File: config.mk
export PLATFORM = sky130hd
export DESIGN_NAME = branch_predictor
export DESIGN_NICKNAME = d
export VERILOG_FILES = /design/src/rtl/bp_pkg.sv /design/src/rtl/bp_sat_ctr.sv /design/src/rtl/branch_predictor.sv
export SDC_FILE = /design/constraint.sdc
export NUM_CORES = 1
export LEC_CHECK = 0
export CAP_MARGIN = 20
export CORE_ASPECT_RATIO = 0.5
export CORE_MARGIN = 5
export CORE_UTILIZATION = 26
export CTS_BUF_LIST = sky130_fd_sc_hd__clkbuf_8
export DETAILED_ROUTE_END_ITERATION = 10
export SYNTH_ARGS = -nofsm -noshare
export SYNTH_HDL_FRONTEND = slang
export SYNTH_SLANG_ARGS = --single-unit
File: constraint.sdc
create_clock -name clk -period 6.6 [get_ports clk]
set_clock_uncertainty 0.15 [all_clocks]
set_input_delay 1.32 -clock clk [delete_from_list [all_inputs] [get_ports clk]]
set_output_delay 1.32 -clock clk [all_outputs]
set_load 0.02 [all_outputs]
File: src/rtl/bp_pkg.sv
// Shared encodings for the 2-bit branch predictor: counter states, FSM states, init value.
package bp_pkg;

  typedef enum logic [1:0] {
    SNT = 2'b00,
    WNT = 2'b01,
    WT  = 2'b10,
    ST  = 2'b11
  } ctr_e;

  typedef enum logic {
    INIT  = 1'b0,
    READY = 1'b1
  } state_e;

  localparam logic [1:0] CTR_RESET = WNT;

endpackage

File: src/rtl/bp_sat_ctr.sv
// Next-value logic of a 2-bit saturating up/down counter (up on taken).
module bp_sat_ctr
  import bp_pkg::*;
(
  input  logic [1:0] i_cur,
  input  logic       i_taken,
  output logic [1:0] o_next
);

  always_comb begin
    o_next = i_cur;
    if (i_taken) begin
      if (i_cur != ST) o_next = i_cur + 2'd1;
    end else begin
      if (i_cur != SNT) o_next = i_cur - 2'd1;
    end
  end

endmodule

File: src/rtl/branch_predictor.sv
// Untagged bimodal branch predictor with a power-up sweep that initialises every entry.
// Optional statistics counters are enabled by defining BP_STATS_EN.
module branch_predictor
  import bp_pkg::*;
#(
  parameter int ENTRIES = 64,
  parameter int PC_W    = 32
) (
  input  logic            clk,
  input  logic            rst_n,
  input  logic [PC_W-1:0] lookup_pc,
  output logic            pred_taken,
  output logic            ready,
  input  logic            upd_valid,
  input  logic [PC_W-1:0] upd_pc,
  input  logic            upd_taken,
  input  logic            upd_pred,
  output logic            mispredict
`ifdef BP_STATS_EN
  ,
  input  logic            stats_clr,
  output logic [31:0]     br_cnt,
  output logic [31:0]     mis_cnt
`endif
);

  localparam int IDX_W = $clog2(ENTRIES);

  logic [1:0]       r_table [ENTRIES];
  logic [IDX_W-1:0] r_idx;
  state_e           r_state;
  state_e           w_state_nxt;
  logic             w_ready;
  logic             w_init_wr;
  logic [IDX_W-1:0] w_lk_idx;
  logic [IDX_W-1:0] w_up_idx;
  logic [1:0]       w_ctr_cur;
  logic [1:0]       w_ctr_nxt;
  logic             w_upd_acc;
  logic             w_mis_cond;
  logic             r_mis;
  logic             w_unused;

  assign w_lk_idx   = lookup_pc[IDX_W+1:2];
  assign w_up_idx   = upd_pc[IDX_W+1:2];
  assign w_unused   = ^{lookup_pc[PC_W-1:IDX_W+2], lookup_pc[1:0],
                        upd_pc[PC_W-1:IDX_W+2], upd_pc[1:0]};

  assign w_upd_acc  = upd_valid & w_ready;
  assign w_mis_cond = w_upd_acc & (upd_taken != upd_pred);
  assign w_ctr_cur  = r_table[w_up_idx];

  bp_sat_ctr u_sat_ctr (
    .i_cur   (w_ctr_cur),
    .i_taken (upd_taken),
    .o_next  (w_ctr_nxt)
  );

  always_ff @(posedge clk or negedge rst_n) begin
    if (!rst_n) r_state <= INIT;
    else        r_state <= w_state_nxt;
  end

  always_comb begin
    w_state_nxt = r_state;
    w_ready     = 1'b0;
    w_init_wr   = 1'b0;
    case (r_state)
      INIT: begin
        w_init_wr = 1'b1;
        if (r_idx == IDX_W'(ENTRIES - 1)) w_state_nxt = READY;
      end
      READY: begin
        w_ready = 1'b1;
      end
      default: w_state_nxt = INIT;
    endcase
  end

  always_ff @(posedge clk or negedge rst_n) begin
    if (!rst_n)         r_idx <= '0;
    else if (w_init_wr) r_idx <= r_idx + IDX_W'(1);
  end

  // Table has no reset: its contents are established only by the INIT sweep.
  // The read port sees the old value, so a same-index lookup returns pre-update data.
  always_ff @(posedge clk) begin
    if (w_init_wr)      r_table[r_idx]    <= CTR_RESET;
    else if (w_upd_acc) r_table[w_up_idx] <= w_ctr_nxt;
  end

  always_ff @(posedge clk or negedge rst_n) begin
    if (!rst_n) r_mis <= 1'b0;
    else        r_mis <= w_mis_cond;
  end

  assign ready      = w_ready;
  assign pred_taken = w_ready & r_table[w_lk_idx][1];
  assign mispredict = r_mis;

`ifdef BP_STATS_EN
  logic [31:0] r_br_cnt;
  logic [31:0] r_mis_cnt;

  // Clear wins over a coincident increment.
  always_ff @(posedge clk or negedge rst_n) begin
    if (!rst_n) begin
      r_br_cnt  <= '0;
      r_mis_cnt <= '0;
    end else if (stats_clr) begin
      r_br_cnt  <= '0;
      r_mis_cnt <= '0;
    end else begin
      if (w_upd_acc)  r_br_cnt  <= r_br_cnt + 32'd1;
      if (w_mis_cond) r_mis_cnt <= r_mis_cnt + 32'd1;
    end
  end

  assign br_cnt  = r_br_cnt;
  assign mis_cnt = r_mis_cnt;
`endif

endmodule
* Word-level counts from Yosys, hierarchy flattened
Memories as Yosys holds them, arrays and structs flattened.
Index checks and enable logic that the tools add are counted.
** Word-level totals
- Bits of input ports :: 69
- Memories kept :: 1
- Register bits :: 8
- Memory bits (writable) :: 128
** Operators by class
- Reduce and logical (&&, ||, !) cells :: 2
- Equality and inequality tests :: 3
- Add/sub/neg operators :: 3
- Mux-type cells :: 13
- Bitwise gates (word level) :: 3
** Memory list
- r_table :: depth 64, width 2, read ports 2, clocked after memory_dff 0, write ports 1, line branch_predictor.sv:29 : logic [1:0] r_table [ENTRIES];
** Operators by type and width (count)
- 1-bit two-way mux :: 8
- 2-bit two-way mux :: 4
- 6-bit by 1-bit adder with 6-bit output, second input constant :: 1
- 6-bit == test, second input constant :: 1
- 6-bit two-way mux :: 1
- 1-bit bitwise AND :: 3
- 2-bit by 1-bit adder with 2-bit output, second input constant :: 1
- 2-bit != test, second input constant :: 1
- 2-bit nonzero test :: 1
- 2-bit OR reduction :: 1
- 2-bit by 1-bit subtractor with 2-bit output, second input constant :: 1
- 1-bit != test :: 1

* Longest topological paths before layout
- Depth after elaboration :: 7
- Gate-level depth with buffers :: 10
- Mapped depth without buffers :: 6

* Hierarchy
A second synthesis with hierarchy kept.
** Second synthesis, totals
- Cells, all modules :: 411
- Area, all modules :: 6428.7 sq um
** Modules (own cells, without submodules)
- branch_predictor :: sequential area each 4043.9 sq um, cells each 408, instances 1, area each 6402.4 sq um
- bp_sat_ctr :: sequential area each 0.0 sq um, cells each 3, instances 1, area each 26.3 sq um

* Least setup slack after synthesis
No wires, ideal clock.
- Path kind :: input -> register
- Start :: in upd_pc[3]
- End :: mem r_table[0][0], data pin
- Arrival :: 5.402 ns
- Slack :: 0.346 ns
- Setup time :: 0.702 ns
- Stages :: 8
- Buffers on the path :: 2
- Path through :: buf_4 > buf_4 > mux4_2 > a31oi_1 > nand3_1 > a211oi_1 > a21oi_1 > o21ai_0
** Between the ends
- Longest elaborated chain between the ends :: 5
** RTL lines
- from (decl) :: line branch_predictor.sv:15 : input logic [PC_W-1:0] upd_pc,
- memory read 64 x 2 bit *
- 2-bit by 1-bit subtractor with 2-bit output (tied with other cells) :: line bp_sat_ctr.sv:15 : if (i_cur != SNT) o_next = i_cur - 2'd1;
- 2-bit two-way mux (on tied branches) :: line bp_sat_ctr.sv:15, bp_sat_ctr.sv:13
- 2-bit two-way mux * :: line bp_sat_ctr.sv:12 : if (i_taken) begin
- 2-bit two-way mux (no source line) *
- to (decl) :: line branch_predictor.sv:29
Mark *: on every way between the ends. The rest lies on a longest branch, timed or not.

* Worst setup path in the final report
- Start :: in lookup_pc[2]
- End :: out pred_taken
** Between the ends
- Longest elaborated chain between the ends :: 2
** RTL lines
- from (decl) :: line branch_predictor.sv:11 : input logic [PC_W-1:0] lookup_pc,
- memory read 64 x 2 bit
- 1-bit bitwise AND :: line branch_predictor.sv:98 : assign pred_taken = w_ready & r_table[w_lk_idx][1];
- to (decl) :: line branch_predictor.sv:12 : output logic pred_taken,
No other way between the ends.

==> summary.md <==
| Metric | Value |
|---|---|
| Status | `complete, no violations` |
| Die Span Y | `120 µm` |
| Most common flop cell mapped by yosys | `edfxtp_1` |
| Crit path capture type | `primary output` |
| CTS Buf Count | `17` |
| Synth cell count leaders | `edfxtp_1 (128), nor2_1 (72), mux4_2 (53)` |
| Total negative setup slack | `0 ns` |
| Final core occ | `30.0%` |
| Syn avg cell area | `16.0 µm²` |
| Worst Path Arrival | `4.40 ns` |
| Clock Power Share | `37.2%` |
| Leakage | `1.84 nW` |
| CP Max Fanout | `16` |
| R2r worst-path depth | `7` |
| Hold Path Depth | `1` |
| Vias in the first global route | `3706` |
| Crit path buffers/inverters | `3` |
| DR WL/cell | `19.7 µm` |
| P_int | `1.24 mW` |
| Core box area | `24000 µm²` |
| Via count | `3617` |
| Synth unique cells | `41` |
| CP Launch Type | `primary input` |
| Clk_lat worst skew | `0.44 ns` |
| Final ANT Viol Nets | `0` |
| Clk slew on worst S/H paths | `0.06 ns` |
| Share of the synthesized area in the top cell type | `60.9%` |
| Seq/Total Area, Yosys | `64.0%` |
| Num Clock Sinks | `136` |
| Number of synthesized flops with an enable pin | `128` |
| CTS Hold Bufs | `0` |
| Worst stage delay on the critical path | `0.59 ns` |
| Worst-margin pin slew | `0.994 ns` |
| CP required | `5.13 ns` |
| Top cell by count, worst path | `mux4_2` |
| Unrepaired setup endpoints after global routing | `no` |
| Max Cap Viol | `0` |
| WS Path Type | `in2out` |
| FF-to-FF End | `r_table[32][0]` |
| Number of remaining DRC errors | `0` |
| Most common cell in the synthesized netlist | `edfxtp_1` |
| Max clock buf depth | `2` |
| Min-delay src | `r_idx[0]` |
| Net Sw Power | `0.347 mW` |
| Max Clk Rate | `0.170 GHz` |
| FP Rows | `40` |
| Global-route wire length before repair | `22400 µm` |
| I/O pin count | `72` |
| Slowest stage cell, crit path | `mux4_2` |
| GRT Residual Overflow | `0` |
| Hold Crit Endpoint | `r_idx[0]` |
| Synth Cell Area | `6310 µm²` |
| Post_cts resized | `0` |
| Net Sw Frac | `21.9%` |
| Cell Chain, Critical Path | `clkdlybuf4s50_1, buf_4, mux4_2, mux4_2, mux4_2, and2_1, clkdlybuf4s50_1` |
| PD cells | `221 nW/µm²` |
| CTS root buffer | `clkbuf_8` |
| Syn nets | `465` |
| Total setup buffers inserted after CTS | `0` |
| Hold Violations, Final | `0` |
| Final setup viols | `0` |
| YS warnings | `0` |
| TritonCTS clock tree | `done` |
| Initial antenna violation count | `0` |
| Sequential power share | `58.4%` |
| H-tree depth | `4` |
| Via/cell ratio | `4.87` |
| Async SR Flop Fraction | `5.88%` |
| R2R setup slack | `3.60 ns` |
| Slew HR | `33.7%` |
| Worst min path class | `reg2reg` |
| Die area | `27700 µm²` |
| Synth area leader | `edfxtp_1` |
| Initial core utilization | `26.3%` |
| Min Tclk post-route | `5.87 ns` |
| Worst IR drop on VDD | `0.0923 mV` |
| Synth Instances | `395` |
| GPL Wtd Cong | `0.817` |
| Combinational power share | `4.4%` |
| Layout cells sized above 1 | `21.3%` |
| Slew Viols, Final | `0` |
| N_diodes | `0` |
| Largest net degree at the start of global routing | `45` |
| Final Cycle Share | `89.0%` |
| Nets | `489` |
| DR pass1 iterations | `5` |
| Area growth, synth to finish | `14.0%` |
| Total GRT Usage | `10.9%` |
| Initial drt markers | `285` |
| Final WL | `14600 µm` |
| Die X | `230 µm` |
| Critical R2R Launch | `r_table[50][0]` |
| Synthesized flop and latch total | `136` |
| Post-DP HPWL | `9750 µm` |
| Top post-synthesis cells by area | `edfxtp_1 (61%), mux4_2 (19%), nor2_1 (4.3%)` |
| Port bufs | `19` |
| Cell family with most CP delay | `multiplexers` |
stage by stage:
stage	instance area (µm²)	instances	worst slack, ns	hold slack [ns]	total power [mW]
2_1_floorplan	6310	395	0.346	0.316	0.992
6_report	7200	743	0.726	0.353	1.59
3_5_place_dp	6880	715	0.686	0.349	1.02
3_3_place_gp	6880	715	0.715	0.335	1.02
4_1_cts	7200	743	0.695	0.361	1.60
5_1_grt	7200	743	0.634	0.390	1.64
routing by layer:
metal	wire length [µm]	share of wire, %	global-route usage (%)
met3	693	4.7	2.75
met5	0	0	0
met1	6600	45	14.5
met2	7030	48	17.4
met4	302	2.1	4.14
power by group through the flow:
stage | Combinational [mW] | Sequential, mW | Clock [mW]
after floorplan | 0.0446 | 0.948 | 0
final | 0.0697 | 0.928 | 0.592
after global placement | 0.0703 | 0.947 | 0
after global routing | 0.0753 | 0.928 | 0.639
after detailed placement | 0.0710 | 0.947 | 0
after CTS | 0.0709 | 0.928 | 0.603
area by class of cell:
| cell class | count | area [µm²] |
|---|---|---|
| multi-input combinational | 233 | 2170 |
| tap | 315 | 394 |
| clock buffer | 17 | 234 |
| sequential | 136 | 4040 |
| fill | 2362 | 16800 |
| clock inverter | 11 | 86.3 |
| timing repair buffer | 26 | 258 |
| inverter | 5 | 18.8 |
flip-flops by register name, indices dropped and copies added (netlist names):
register / cells
r_table: 128
r_idx: 6
mispredict: 1
r_state: 1
worst max path at each step:
stage | start | endpoint | depth (start not counted)
CTS | lookup_pc[2] | pred_taken | 7
detailed placement | lookup_pc[2] | pred_taken | 7
floorplan | upd_pc[3] | r_table[0][0] | 8
finish | lookup_pc[2] | pred_taken | 7
global placement | lookup_pc[2] | pred_taken | 7
global route | lookup_pc[2] | pred_taken | 7
logic make-up (layout without fill, tap and decap cells):
kind of cell	Yosys count	in the layout	share of synthesized area, %
flip-flops	136	136	64.0
AND/OR/NAND/NOR	129	129	8.82
multiplexers	61	61	20.2
AO/OA/AOI/OAI	35	35	3.80
buffers and inverters	26	59	1.96
XOR/XNOR	6	6	0.832
adder cells (fa/ha/maj)	2	2	0.357
placed cells by master, fill, tap and decap left out, types with 3 or more instances in the layout:
cell / n
inv_1: 6
or3_1: 4
xnor2_1: 5
a211oi_1: 3
mux4_2: 53
nor2b_1: 5
a31oi_1: 4
nand2_1: 25
mux2i_1: 7
o21ai_0: 6
clkdlybuf4s50_1: 17
o21a_1: 3
buf_4: 5
clkinv_2: 4
clkbuf_8: 17
a22oi_1: 4
nand2b_1: 6
and2_1: 3
dfrtp_1: 8
edfxtp_1: 128
nand3_1: 9
nor2_1: 71
Power figures use the tool's default switching activity.
